===== src/rtl/mod_dec_invshifter_if.sv =====
// Byte-stream and parallel-block bundle for the decryption-path InvShiftRows stage.
// The producer/consumer side is the master; the shifter itself is the slave.
interface mod_dec_invshifter_if #(
   parameter int N = 16,
   parameter int W = 8
);
   logic [W-1:0]        inp;
   logic                wr_en;
   logic                in_ready;
   logic [W-1:0]        outp;
   logic                outp_valid;
   logic                rd_en;
   logic [N-1:0][W-1:0] outp_blk;
   logic                blk_valid;
   logic                done;

   modport master (
      output inp, wr_en, rd_en,
      input  in_ready, outp, outp_valid, outp_blk, blk_valid, done
   );

   modport slave (
      input  inp, wr_en, rd_en,
      output in_ready, outp, outp_valid, outp_blk, blk_valid, done
   );
endinterface


===== src/rtl/mod_dec_invshifter.sv =====
// Decryption-path InvShiftRows: serial byte load, inverse row rotation on the
// load->output buffer transfer, serial drain plus a parallel view of the block.
//
//   state   | meaning
//   --------+-----------------------------------------------------------
//   S_EMPTY | output buffer holds nothing undrained; waits for a full load buffer
//   S_SEND  | output buffer valid; streams obuf[out_cnt] until byte 15 is consumed
module mod_dec_invshifter #(
   parameter int N = 16,
   parameter int W = 8
) (
   input  logic                  clk,
   input  logic                  resetn,
   mod_dec_invshifter_if.slave   bus
);
   localparam int           CW   = $clog2(N);
   localparam logic [CW-1:0] LAST = CW'(N - 1);

   typedef enum logic {
      S_EMPTY = 1'b0,
      S_SEND  = 1'b1
   } state_t;

   state_t              r_state;
   state_t              w_state_nxt;
   logic [N-1:0][W-1:0] r_lbuf;
   logic [N-1:0][W-1:0] r_obuf;
   logic [N-1:0][W-1:0] w_shift;
   logic [CW-1:0]       r_in_cnt;
   logic [CW-1:0]       r_out_cnt;
   logic                r_ld_full;
   logic                r_done;
   logic                w_in_ready;
   logic                w_wr_acc;
   logic                w_rd_acc;
   logic                w_last_rd;
   logic                w_xfer;
   logic                w_outp_valid;

   // Reset is active-high despite the port name; input is refused while it is held.
   assign w_in_ready = !r_ld_full && !resetn;
   assign w_wr_acc   = bus.wr_en && w_in_ready;
   assign w_rd_acc   = (r_state == S_SEND) && bus.rd_en;
   assign w_last_rd  = w_rd_acc && (r_out_cnt == LAST);
   assign w_xfer     = r_ld_full && (r_state == S_EMPTY);

   // Row r of the output is row r of the load buffer rotated right by r.
   for (genvar gr = 0; gr < 4; gr++) begin : g_row
      for (genvar gc = 0; gc < 4; gc++) begin : g_col
         assign w_shift[gr*4 + gc] = r_lbuf[gr*4 + ((gc - gr + 4) % 4)];
      end
   end

   always_ff @(posedge clk) begin
      if (resetn) begin
         r_state <= S_EMPTY;
      end else begin
         r_state <= w_state_nxt;
      end
   end

   always_comb begin
      w_state_nxt  = r_state;
      w_outp_valid = 1'b0;
      case (r_state)
         S_EMPTY: begin
            if (w_xfer) begin
               w_state_nxt = S_SEND;
            end
         end
         S_SEND: begin
            w_outp_valid = 1'b1;
            if (w_last_rd) begin
               w_state_nxt = S_EMPTY;
            end
         end
      endcase
   end

   always_ff @(posedge clk) begin
      if (resetn) begin
         r_lbuf    <= '0;
         r_obuf    <= '0;
         r_in_cnt  <= '0;
         r_out_cnt <= '0;
         r_ld_full <= 1'b0;
         r_done    <= 1'b0;
      end else begin
         if (w_wr_acc) begin
            r_lbuf[r_in_cnt] <= bus.inp;
            r_in_cnt         <= r_in_cnt + CW'(1);
         end

         // A full load buffer blocks input, so setting and clearing never collide.
         if (w_wr_acc && (r_in_cnt == LAST)) begin
            r_ld_full <= 1'b1;
         end else if (w_xfer) begin
            r_ld_full <= 1'b0;
         end

         if (w_xfer) begin
            r_obuf    <= w_shift;
            r_out_cnt <= '0;
         end else if (w_rd_acc) begin
            r_out_cnt <= r_out_cnt + CW'(1);
         end

         r_done <= w_last_rd;
      end
   end

   assign bus.in_ready   = w_in_ready;
   assign bus.outp       = r_obuf[r_out_cnt];
   assign bus.outp_valid = w_outp_valid;
   assign bus.outp_blk   = r_obuf;
   assign bus.blk_valid  = w_outp_valid;
   assign bus.done       = r_done;
endmodule


===== src/flat_wrapper.sv =====
// flat-port wrapper written by rule: the top's interface ports become plain ports
module mod_dec_invshifter_flat 
#(
   parameter int N = 16,
   parameter int W = 8
)
  (clk, resetn, bus_inp, bus_wr_en, bus_rd_en, bus_in_ready, bus_outp, bus_outp_valid, bus_outp_blk, bus_blk_valid, bus_done);
  mod_dec_invshifter_if #(.N(N), .W(W)) bus_i ();
  input  logic clk;
  input  logic resetn;
  input wire logic [$bits(bus_i.inp)-1:0] bus_inp;
  input wire logic [$bits(bus_i.wr_en)-1:0] bus_wr_en;
  input wire logic [$bits(bus_i.rd_en)-1:0] bus_rd_en;
  output wire logic [$bits(bus_i.in_ready)-1:0] bus_in_ready;
  output wire logic [$bits(bus_i.outp)-1:0] bus_outp;
  output wire logic [$bits(bus_i.outp_valid)-1:0] bus_outp_valid;
  output wire logic [$bits(bus_i.outp_blk)-1:0] bus_outp_blk;
  output wire logic [$bits(bus_i.blk_valid)-1:0] bus_blk_valid;
  output wire logic [$bits(bus_i.done)-1:0] bus_done;
  assign bus_i.inp = bus_inp;
  assign bus_i.wr_en = bus_wr_en;
  assign bus_i.rd_en = bus_rd_en;
  assign bus_in_ready = bus_i.in_ready;
  assign bus_outp = bus_i.outp;
  assign bus_outp_valid = bus_i.outp_valid;
  assign bus_outp_blk = bus_i.outp_blk;
  assign bus_blk_valid = bus_i.blk_valid;
  assign bus_done = bus_i.done;
  mod_dec_invshifter #(.N(N), .W(W)) u_core (.clk(clk), .resetn(resetn), .bus(bus_i));
endmodule

===== config.mk =====
export PLATFORM = sky130hd
export DESIGN_NAME = mod_dec_invshifter_flat
export DESIGN_NICKNAME = d
export VERILOG_FILES = /design/src/rtl/mod_dec_invshifter_if.sv /design/src/rtl/mod_dec_invshifter.sv /design/src/flat_wrapper.sv
export SDC_FILE = /design/constraint.sdc
export NUM_CORES = 1
export LEC_CHECK = 0
export BUFFER_PORTS_ARGS = -buffer_cell sky130_fd_sc_hd__buf_2
export CAP_MARGIN = 20
export CORE_UTILIZATION = 55
export DETAILED_ROUTE_END_ITERATION = 7
export GPL_ROUTABILITY_DRIVEN = 0
export HOLD_SLACK_MARGIN = 0.12
export PLACE_DENSITY = 0.76
export SLEW_MARGIN = 40
export SYNTH_ARGS = -nofsm -noshare
export SYNTH_HDL_FRONTEND = slang
export SYNTH_SLANG_ARGS = --single-unit

===== constraint.sdc =====
create_clock -name clk -period 1.8 [get_ports clk]
set_input_delay 0 -clock clk [delete_from_list [all_inputs] [get_ports clk]]
set_output_delay 0 -clock clk [all_outputs]
set_load 0.01 [all_outputs]

==> impl_metrics.py, run 1 <==
metrics = {
    "clocking": {
        "insertion_delay_ns": 0.54,
        "cts_tree": "built",
        "htreeDepth": 1,
        "cts_made_buffers": 27,
        "cts_root_buf": "clkbuf_16",
        "cts.sinks": 267,
        "clock_path_buffers": 3,
        "cts.clk_slew.worst_paths_ns": 0.06,
    },
    "route": {
        "drt_first_iter_violations": 1324,
        "wl_per_cell_microns": 20.20,
        "vias": 10420,
        "drc": 0,
        "via_per_inst": 6.174,
        "drt-total-wl_microns": 34100,
        "drtPass1Iterations": 5,
        "postRouteAntennaNets": 0,
    },
    "min_path": {
        "min_path_cells": 3,
        "hold_class": "primary input to flop",
    },
    "pwr": {
        "cellPowerDensity_nw_per_um2": 927.6,
        "cellLeakagePower_nw": 4.699,
        "power_mw": 12.12,
        "vdd_drop_max_v": 0.0008575,
    },
    "yosys": {
        "synth.avg_cell_area_sq_um": 8.397,
        "synth.most_common_cell": "nand2_1",
        "synth_cell_types": 42,
        "synth_nets": 1326,
        "yosys-top-cells-area": "dfxtp_1 49%, a21oi_1 12%, nand2_1 9.2%",
        "synthTopCellsByCount": "269 x nand2_1, 267 x dfxtp_1, 262 x a21oi_1",
        "syn_area_sq_um": 10990,
        "ys.flop_type": "dfxtp_1",
        "ys_seq_area_share_pct": 48.63,
        "synth_cells": 1309,
        "ys_warn_count": 0,
        "synth_top_area_share_pct": 48.63,
        "ys_seq_elements": 267,
        "async_reset_ff_share_pct": 0,
        "synth_edf_count": 0,
        "yosysTopAreaCell": "dfxtp_1",
    },
    "critical_path": {
        "critPathMaxFanout": 8,
        "worstSetupPathType": "flop to output port",
        "critPathRequiredTime_ns": 1.80,
        "start_kind": "flop",
        "arrival_ns": 2.21,
        "crit_path_end_kind": "output port",
        "r2r.worst_path.cells": 3,
    },
    "sta": {
        "finalSetupViolations": 8,
        "tns_ns": -2.994,
        "worst_slack_ns": -0.4074,
        "hold_viol_final": 0,
        "max_slew_margin_pct": 41.40,
        "rsz0062_at_grt": "yes",
        "finClkSkew_ns": 0.01633,
        "worst_pin_slew_ns": 0.8790,
        "fin_crit_ns": 2.207,
        "period_share_pct": 122.6,
        "final-max-slew-violation-count": 0,
        "clock.fmax_mhz": 453.0,
    },
    "layout": {
        "fin_nets": 1423,
        "layout-drive-gt1-share_pct": 20.87,
        "final_cells": 1688,
        "area_growth_syn_to_layout_pct": 18.86,
        "insertedDiodeCount": 0,
        "finalInstanceArea_sq_um": 13070,
    },
    "placed_design": {
        "placed_area_sq_um": 11880,
        "pre_cts_slack_ns": 0.1349,
        "placed_cells": 1627,
        "dpl.hpwl_microns": 20570,
        "io_buffers": 151,
    },
    "global_route": {
        "grt_max_degree": 195,
        "grt_usage_pct": 32.73,
        "antenna_found_initial": 0,
        "grt_overflow": 0,
        "grt_pass1_vias": 9235,
        "grt_first_pass_wirelength_microns": 51960,
    },
    "floorplan": {
        "die_w_microns": 143.4,
        "initial_core_util_pct": 56.29,
        "pin_count": 152,
        "die_y_microns": 143.4,
        "core_area_sq_um": 19530,
        "rows": 51,
        "die_area_sq_um": 20560,
    },
    "run_status": {
        "outcome": "finished, violations left",
        "violations": "setup timing",
    },
    "run": {
        "maxCapViolCount": 0,
    },
}
## report_power, final
group / total (mW) / switching [mW] / internal, mW
clock network: 5.79 / 2.28 / 3.51
registers: 5.95 / 0.0178 / 5.93
logic: 0.385 / 0.288 / 0.0971
total: 12.1 / 2.58 / 9.53
## worst max-delay path, stage by stage (launching register included)
cell     delay [ns]
dfxtp_4        0.45
buf_12         0.18
mux4_2         0.58
a22oi_2        0.21
nand2_2        0.12
buf_6          0.15
## sequential cells by signal, summed over array words and instances (netlist names)
| name | count |
|---|---|
| u_core.r_ld_full | 1 |
| u_core.r_lbuf | 128 |
| u_core.r_in_cnt | 4 |
| u_core.r_out_cnt | 4 |
| u_core.bus.outp_blk | 128 |
| u_core.r_state | 1 |
| u_core.bus.done | 1 |
## cell usage in the layout (no fill, tap or decap), types with 3 or more instances in the layout
| master | n |
|---|---|
| nand2_1 | 266 |
| dfxtp_1 | 266 |
| a21oi_1 | 262 |
| buf_2 | 148 |
| nand3_1 | 130 |
| o21ai_1 | 114 |
| buf_4 | 33 |
| mux4_2 | 32 |
| clkbuf_16 | 28 |
| o21ai_0 | 17 |
| dlygate4sd3_1 | 11 |
| buf_12 | 10 |
| a22oi_2 | 9 |
| nor2_1 | 8 |
| a22oi_1 | 8 |
| clkbuf_8 | 6 |
| clkinv_2 | 6 |
| nand3b_1 | 5 |
| ha_1 | 5 |
| nor3_1 | 4 |
| bufinv_16 | 4 |
| and3b_1 | 3 |
| nor2b_1 | 3 |
| nand2_2 | 3 |
| clkbuf_1 | 3 |
## routing by layer
metal	up-vias	routed length (microns)	global-route usage (%)
met5	-	0	0
met4	0	1162	12.54
met3	80	3710	5.465
met2	614	15690	50.92
met1	4978	13530	45.51
li1	4749	-	-
## worst paths after layout
path                       start                      end  slack, ns
max          u_core.r_out_cnt[0]              bus_outp[7]      -0.41
min                       resetn   u_core.bus.outp_blk[7]       0.31
max reg2reg   u_core.r_in_cnt[2]        u_core.r_lbuf[71]       0.13
min reg2reg    u_core.r_lbuf[12]  u_core.bus.outp_blk[12]       0.44
## cell families (layout without fill, tap and decap cells)
| group | Yosys count | count (layout) | synth area share, % |
|---|---|---|---|
| AO/OA/AOI/OAI | 412 | 412 | 19.19 |
| adder cells (fa/ha/maj) | 5 | 5 | 0.5692 |
| XOR/XNOR | 2 | 2 | 0.1594 |
| multiplexers | 33 | 33 | 6.648 |
| flip-flops | 267 | 267 | 48.63 |
| AND/OR/NAND/NOR | 447 | 447 | 18.46 |
| buffers and inverters | 143 | 257 | 6.340 |
## metrics by stage
step,utilization (%),hold slack (ns)
after floorplan,-,0.2930
after global placement,60.83,0.2799
after detailed placement,60.83,0.2852
after CTS,66.51,0.2984
after global routing,66.91,0.3100
final,66.91,0.3141
## cell type report
type	instances	area, sq um
Clock buffer	35	755.7
Clock inverter	11	158.9
Fill cell	1590	6461
Inverter	2	7.507
Multi-Input combinational cell	899	5032
Sequential cell	267	5349
Tap cell	265	331.6
Timing Repair Buffer	209	1430
## what timing repair did
action | 4_1_cts | 5_1_grt
hold buffers | 11 | 0
gates cloned | 2 | 1
hold endpoints to repair | 139 | 0
endpoints found under the setup margin | 8 | 8
gates resized for setup | 9 | 10
setup buffers | 0 | 1
pin swaps | 14 | 3
(Power assumes the default switching activity.)
==> inputs of run 2 (changes only) <==
--- a/config.mk
+++ b/config.mk
@@ -5,9 +5,11 @@
 export SDC_FILE = /design/constraint.sdc
 export NUM_CORES = 1
 export LEC_CHECK = 0
+export ABC_AREA = 1
 export BUFFER_PORTS_ARGS = -buffer_cell sky130_fd_sc_hd__buf_2
 export CAP_MARGIN = 20
 export CORE_UTILIZATION = 55
+export CTS_BUF_LIST = sky130_fd_sc_hd__clkbuf_4 sky130_fd_sc_hd__clkbuf_8
 export DETAILED_ROUTE_END_ITERATION = 7
 export GPL_ROUTABILITY_DRIVEN = 0
 export HOLD_SLACK_MARGIN = 0.12
==> run 2 against run 1 <==
  * The flow still finishes with violations (setup timing)
  * Flip-flop and latch count unchanged
  * Clock power down 7.4%
  * First-iteration DRC count down 25%
  * Highest routed layer unchanged
==> impl_metrics.py, run 2 <==
metrics = {
    "yosys": {
        "yosys-top-cells-area": "dfxtp_1 48%, nand2_1 11%, nor2_1 10%",
        "synth_cells": 1571,
        "synth.avg_cell_area_sq_um": 7.106,
        "synth_top_area_share_pct": 47.88,
        "synth.most_common_cell": "nand2_1",
        "ys.flop_type": "dfxtp_1",
        "synth_nets": 1588,
        "synth_edf_count": 0,
        "yosysTopAreaCell": "dfxtp_1",
        "synth_cell_types": 28,
        "synthTopCellsByCount": "313 x nand2_1, 300 x nor2_1, 267 x dfxtp_1",
        "ys_seq_area_share_pct": 47.88,
        "syn_area_sq_um": 11160,
        "async_reset_ff_share_pct": 0,
        "ys_seq_elements": 267,
        "ys_warn_count": 0,
    },
    "layout": {
        "final_cells": 2030,
        "fin_nets": 1752,
        "layout-drive-gt1-share_pct": 20.00,
        "mostFrequentLayoutCells": "302 x nand2_1, 299 x nor2_1, 264 x dfxtp_1",
        "insertedDiodeCount": 0,
        "fin_util_pct": 69.10,
        "layout_commonest_cell": "nand2_1",
        "nFillCells": 1655,
        "finalInstanceArea_sq_um": 13580,
        "area_growth_syn_to_layout_pct": 21.65,
    },
    "clocking": {
        "clock_path_buffers": 3,
        "insertion_delay_ns": 0.54,
        "cts_tree": "built",
        "cts.clk_slew.worst_paths_ns": 0.06,
        "cts_made_buffers": 43,
        "cts.sinks": 267,
        "htreeDepth": 2,
        "cts_root_buf": "clkbuf_8",
    },
    "critical_path": {
        "crit_path_end_kind": "output port",
        "path_buf_inv": 3,
        "crit_path_max_incr_delay_ns": 0.40,
        "r2r_slack_ns": 0.13,
        "critPathMaxFanout": 5,
        "worstSetupPathType": "flop to output port",
        "start_kind": "flop",
        "arrival_ns": 1.92,
        "cp_slowest_cell": "dfxtp_4",
        "critPathRequiredTime_ns": 1.80,
        "r2r_start": "u_core.r_out_cnt[0]",
        "r2r.worst_path.cells": 6,
        "crit_chain": "buf_12 -> buf_16 -> nor2_1 -> nor2_1 -> nand2_1 -> nand3_2 -> nand3_1 -> nand2_1 -> buf_2",
        "path_delay_family": "simple AND/OR/NAND/NOR gates",
        "r2r_end": "u_core.bus.done",
    },
    "floorplan": {
        "die_area_sq_um": 20870,
        "die_y_microns": 144.5,
        "initial_core_util_pct": 56.80,
        "rows": 51,
        "pin_count": 152,
        "die_w_microns": 144.5,
        "core_area_sq_um": 19650,
    },
    "global_route": {
        "grt_pass1_vias": 9589,
        "antenna_found_initial": 0,
        "grt_usage_pct": 31.46,
        "grt_overflow": 0,
        "grt_max_degree": 57,
        "grt_first_pass_wirelength_microns": 50450,
    },
    "placed_design": {
        "placed_area_sq_um": 12100,
        "placed_cells": 1930,
        "io_buffers": 151,
        "dpl.hpwl_microns": 20620,
    },
    "sta": {
        "worst_slack_ns": -0.1168,
        "hold_viol_final": 0,
        "final-max-slew-violation-count": 0,
        "max_slew_margin_pct": 68.56,
        "rsz0062_at_grt": "yes",
        "period_share_pct": 106.5,
        "fin_crit_ns": 1.917,
        "tns_ns": -0.7737,
        "holdWs_ns": 0.3453,
        "clock.fmax_mhz": 521.7,
        "finClkSkew_ns": 0.02181,
        "worst_pin_slew_ns": 0.4716,
        "finalSetupViolations": 8,
    },
    "run": {
        "maxCapViolCount": 0,
    },
    "route": {
        "drtPass1Iterations": 6,
        "drt-total-wl_microns": 32940,
        "drc": 0,
        "postRouteAntennaNets": 0,
        "vias": 10830,
        "via_per_inst": 5.334,
        "drt_first_iter_violations": 988,
        "wl_per_cell_microns": 16.23,
    },
    "pwr": {
        "cellPowerDensity_nw_per_um2": 868.5,
        "vdd_drop_max_v": 0.0005719,
        "cellLeakagePower_nw": 6.225,
    },
    "run_status": {
        "violations": "setup timing",
        "outcome": "finished, violations left",
    },
    "min_path": {
        "min_from": "bus_rd_en",
        "hold-path-endpoint": "u_core.r_out_cnt[1]",
        "hold_class": "primary input to flop",
        "min_path_cells": 4,
    },
}
run 2: power by group:
part           internal, mW  switching, mW  leakage [nW]  total [mW]
combinational         0.146          0.332          3.59       0.478
clock                  3.01           2.36         0.479        5.36
sequential             5.94         0.0172          2.15        5.96
total                  9.09           2.71          6.23        11.8
run 2: per-layer routing:
layer  track usage, %  part of all wire [%]  up-vias
met5                0                     0        -
met4            13.74                   3.2        0
met3            5.430                   8.3       77
met2            48.73                    46      504
met1            42.92                    43     4959
li1                 -                     -     5289
run 2: kinds of logic after synthesis:
group / count (synthesis) / share of synthesized area [%]
adders and majority gates: 5 / 0.5604
buffers and inverters: 252 / 9.919
and+or+nand+nor: 719 / 26.84
DFF: 267 / 47.88
AOI/OAI and AO/OA: 326 / 14.64
xor gates and xnor gates: 2 / 0.1569
run 2: cell type report:
cell class,instances,area [sq um],share of cell area (%)
Inverter,163,646.9,4.763
Tap cell,265,331.6,2.442
Sequential cell,267,5351,39.40
Multi-Input combinational cell,1052,4861,35.79
Clock inverter,7,37.54,0.2764
Timing Repair Buffer,208,1498,11.03
Clock buffer,68,854.6,6.293
run 2: worst max-delay path by stage:
stage                                    from                end  slack [ns]  cells after the start
after floorplan            u_core.r_in_cnt[0]  u_core.r_lbuf[61]        0.40                      7
after global placement    u_core.r_out_cnt[0]        bus_outp[6]        0.32                      9
after detailed placement  u_core.r_out_cnt[3]        bus_outp[3]        0.30                      7
after CTS                 u_core.r_out_cnt[0]        bus_outp[5]       -0.13                      9
after global routing      u_core.r_out_cnt[0]        bus_outp[4]       -0.18                     10
final                     u_core.r_out_cnt[0]        bus_outp[2]       -0.12                      9
run 2: tightest hold or removal path, delay by kind of cell:
kind            cells  cell delay, ns
simple gates        1            0.10
compound gates      1            0.07
buf+inv             2            0.68
run 2: what timing repair did:
action                                  in CTS  in global routing
endpoints found under the setup margin       8                  8
gates cloned                                 6                  3
setup buffers                                4                  3
pin swaps                                    1                 12
resized for setup                           33                 32
hold endpoints to repair                    91                  0
hold buffers                                11                  0
run 2: per-stage QoR:
| step | power, mW | setup WS (ns) |
|---|---|---|
| floorplan | 6.388 | 0.3995 |
| detailed placement | 6.535 | 0.2975 |
| global placement | 6.527 | 0.3230 |
| CTS | 11.83 | -0.1296 |
| global route | 12.19 | -0.1840 |
| finish | 11.80 | -0.1168 |
==> inputs of run 3 (changes only) <==
--- a/config.mk
+++ b/config.mk
@@ -5,7 +5,6 @@
 export SDC_FILE = /design/constraint.sdc
 export NUM_CORES = 1
 export LEC_CHECK = 0
-export ABC_AREA = 1
 export BUFFER_PORTS_ARGS = -buffer_cell sky130_fd_sc_hd__buf_2
 export CAP_MARGIN = 20
 export CORE_UTILIZATION = 55
==> constraint.sdc (replaced) <==
create_clock -name clk -period 2.3 [get_ports clk]
set_input_delay 0 -clock clk [delete_from_list [all_inputs] [get_ports clk]]
set_output_delay 0 -clock clk [all_outputs]
set_load 0.01 [all_outputs]
==> run 3 against run 2 <==
  * The run now ends clean
  * Largest cell class unchanged
  * Count of clock-buffer cells in the layout up 2
  * Worst setup slack better by 0.17 ns
  * Highest routed layer unchanged
  * Cell count decreased by 16%
==> impl_metrics.py, run 3 (synthesis results as in run 1) <==
metrics = {
    "run_status": {
        "outcome": "complete, no violations",
    },
    "clocking": {
        "cts_root_buf": "clkbuf_8",
        "cts_tree": "built",
        "htreeDepth": 2,
        "cts.sinks": 267,
        "cts_made_buffers": 43,
        "cts.clk_slew.worst_paths_ns": 0.06,
        "cts_setup_buffers": 0,
        "clock_path_buffers": 3,
        "insertion_delay_ns": 0.55,
    },
    "route": {
        "drt_first_iter_violations": 1244,
        "vias": 10340,
        "drtPass1Iterations": 6,
        "drc": 0,
        "wl_per_cell_microns": 19.54,
        "via_per_inst": 6.049,
        "drt-total-wl_microns": 33420,
        "postRouteAntennaNets": 0,
    },
    "critical_path": {
        "crit_chain": "buf_12 -> mux4_2 -> a22oi_1 -> nand2_1 -> buf_2",
        "crit_path_max_incr_delay_ns": 0.58,
        "worstSetupPathType": "flop to output port",
        "cp_slowest_cell": "mux4_2",
        "critPathRequiredTime_ns": 2.30,
        "crit_path_end_kind": "output port",
        "start_kind": "flop",
        "critPathMaxFanout": 8,
        "arrival_ns": 2.25,
    },
    "floorplan": {
        "core_area_sq_um": 19530,
        "rows": 51,
        "initial_core_util_pct": 56.29,
        "die_w_microns": 143.4,
        "die_area_sq_um": 20560,
        "die_y_microns": 143.4,
        "pin_count": 152,
    },
    "sta": {
        "fin_crit_ns": 2.248,
        "tns_ns": 0,
        "finalSetupViolations": 0,
        "max_slew_margin_pct": 49.43,
        "rsz0062_at_grt": "no",
        "final-max-slew-violation-count": 0,
        "worst_pin_slew_ns": 0.7578,
        "period_share_pct": 97.76,
        "finClkSkew_ns": 0.006751,
        "clock.fmax_mhz": 444.8,
        "hold_viol_final": 0,
    },
    "global_route": {
        "grt_first_pass_wirelength_microns": 50690,
        "grt_overflow": 0,
        "grt_max_degree": 155,
        "antenna_found_initial": 1,
        "grt_usage_pct": 32.15,
        "grt_pass1_vias": 9202,
    },
    "placed_design": {
        "dpl.hpwl_microns": 20860,
        "placed_cells": 1621,
        "placed_area_sq_um": 11850,
        "io_buffers": 151,
    },
    "layout": {
        "mostFrequentLayoutCells": "269 x nand2_1, 265 x dfxtp_1, 262 x a21oi_1",
        "layout-drive-gt1-share_pct": 21.59,
        "final_cells": 1710,
        "area_growth_syn_to_layout_pct": 18.09,
        "layout_commonest_cell": "nand2_1",
        "finalInstanceArea_sq_um": 12980,
        "fin_nets": 1431,
        "insertedDiodeCount": 0,
    },
    "pwr": {
        "power_mw": 9.406,
        "vdd_drop_max_v": 0.0005340,
        "cellLeakagePower_nw": 4.701,
        "cellPowerDensity_nw_per_um2": 724.7,
    },
    "min_path": {
        "hold_class": "primary input to flop",
    },
    "run": {
        "maxCapViolCount": 0,
    },
}
==> run 3: changes by cell type in the layout (fill, tap and decap cells not counted), moves of 31 or more <==
cell,change
a21oi_1,+134
inv_1,-139
mux4_2,+32
nand2_1,-33
nand3_1,+70
nor2_1,-291
o21ai_0,-35
o21ai_1,-31
==> run 3: final timing paths <==
kind,startpoint,endpoint,slack [ns],cells past startpoint
setup / recovery,u_core.r_out_cnt[0],bus_outp[1],0.05,5
hold / removal,bus_rd_en,u_core.r_out_cnt[0],0.38,4
setup reg to reg,u_core.r_ld_full,u_core.bus.outp_blk[90],0.36,4
hold reg to reg,u_core.r_lbuf[95],u_core.bus.outp_blk[79],0.45,2
==> run 3: worst max-delay path, delay by kind of cell (launching register included) <==
family | cells | cell delay (ns)
compound gates | 1 | 0.25
buf+inv | 2 | 0.31
flops | 1 | 0.41
mux | 1 | 0.58
simple gates | 1 | 0.13
==> run 3: area by class of cell <==
class	instances	area, sq um
Sequential cell	267	5350
Timing Repair Buffer	201	1344
Inverter	2	7.507
Clock inverter	6	80.08
Tap cell	265	331.6
Fill cell	1641	6546
Clock buffer	70	882.1
Multi-Input combinational cell	899	4985
==> run 3: report_power, final <==
group	internal [mW]	switching [mW]
sequential	4.64	0.0136
combinational	0.0663	0.220
clock	2.64	1.82
==> run 3: per-stage QoR <==
stage	utilization, %	worst slack [ns]	hold WS (ns)
global route	66.47	0.01379	0.4098
finish	66.47	0.05155	0.3796
global placement	60.66	0.4561	0.3371
floorplan	-	0.8573	0.2930
CTS	66.16	0.02330	0.3590
detailed placement	60.66	0.3915	0.3486
==> run 3: what timing repair did <==
action	4_1_cts	5_1_grt
resized for setup	1	3
cloned	0	2
hold buffers	11	0
setup endpoints to repair	1	8
hold endpoints to repair	162	0
pin swaps	0	1
==> run 3: per-layer routing <==
metal  track usage, %  routed length (microns)  part of all wire, %
met1            44.08                    13760                   41
met3            8.197                     3557                   11
met5                0                        0                    0
met2            47.45                    14540                   43
met4            14.73                     1562                  4.7
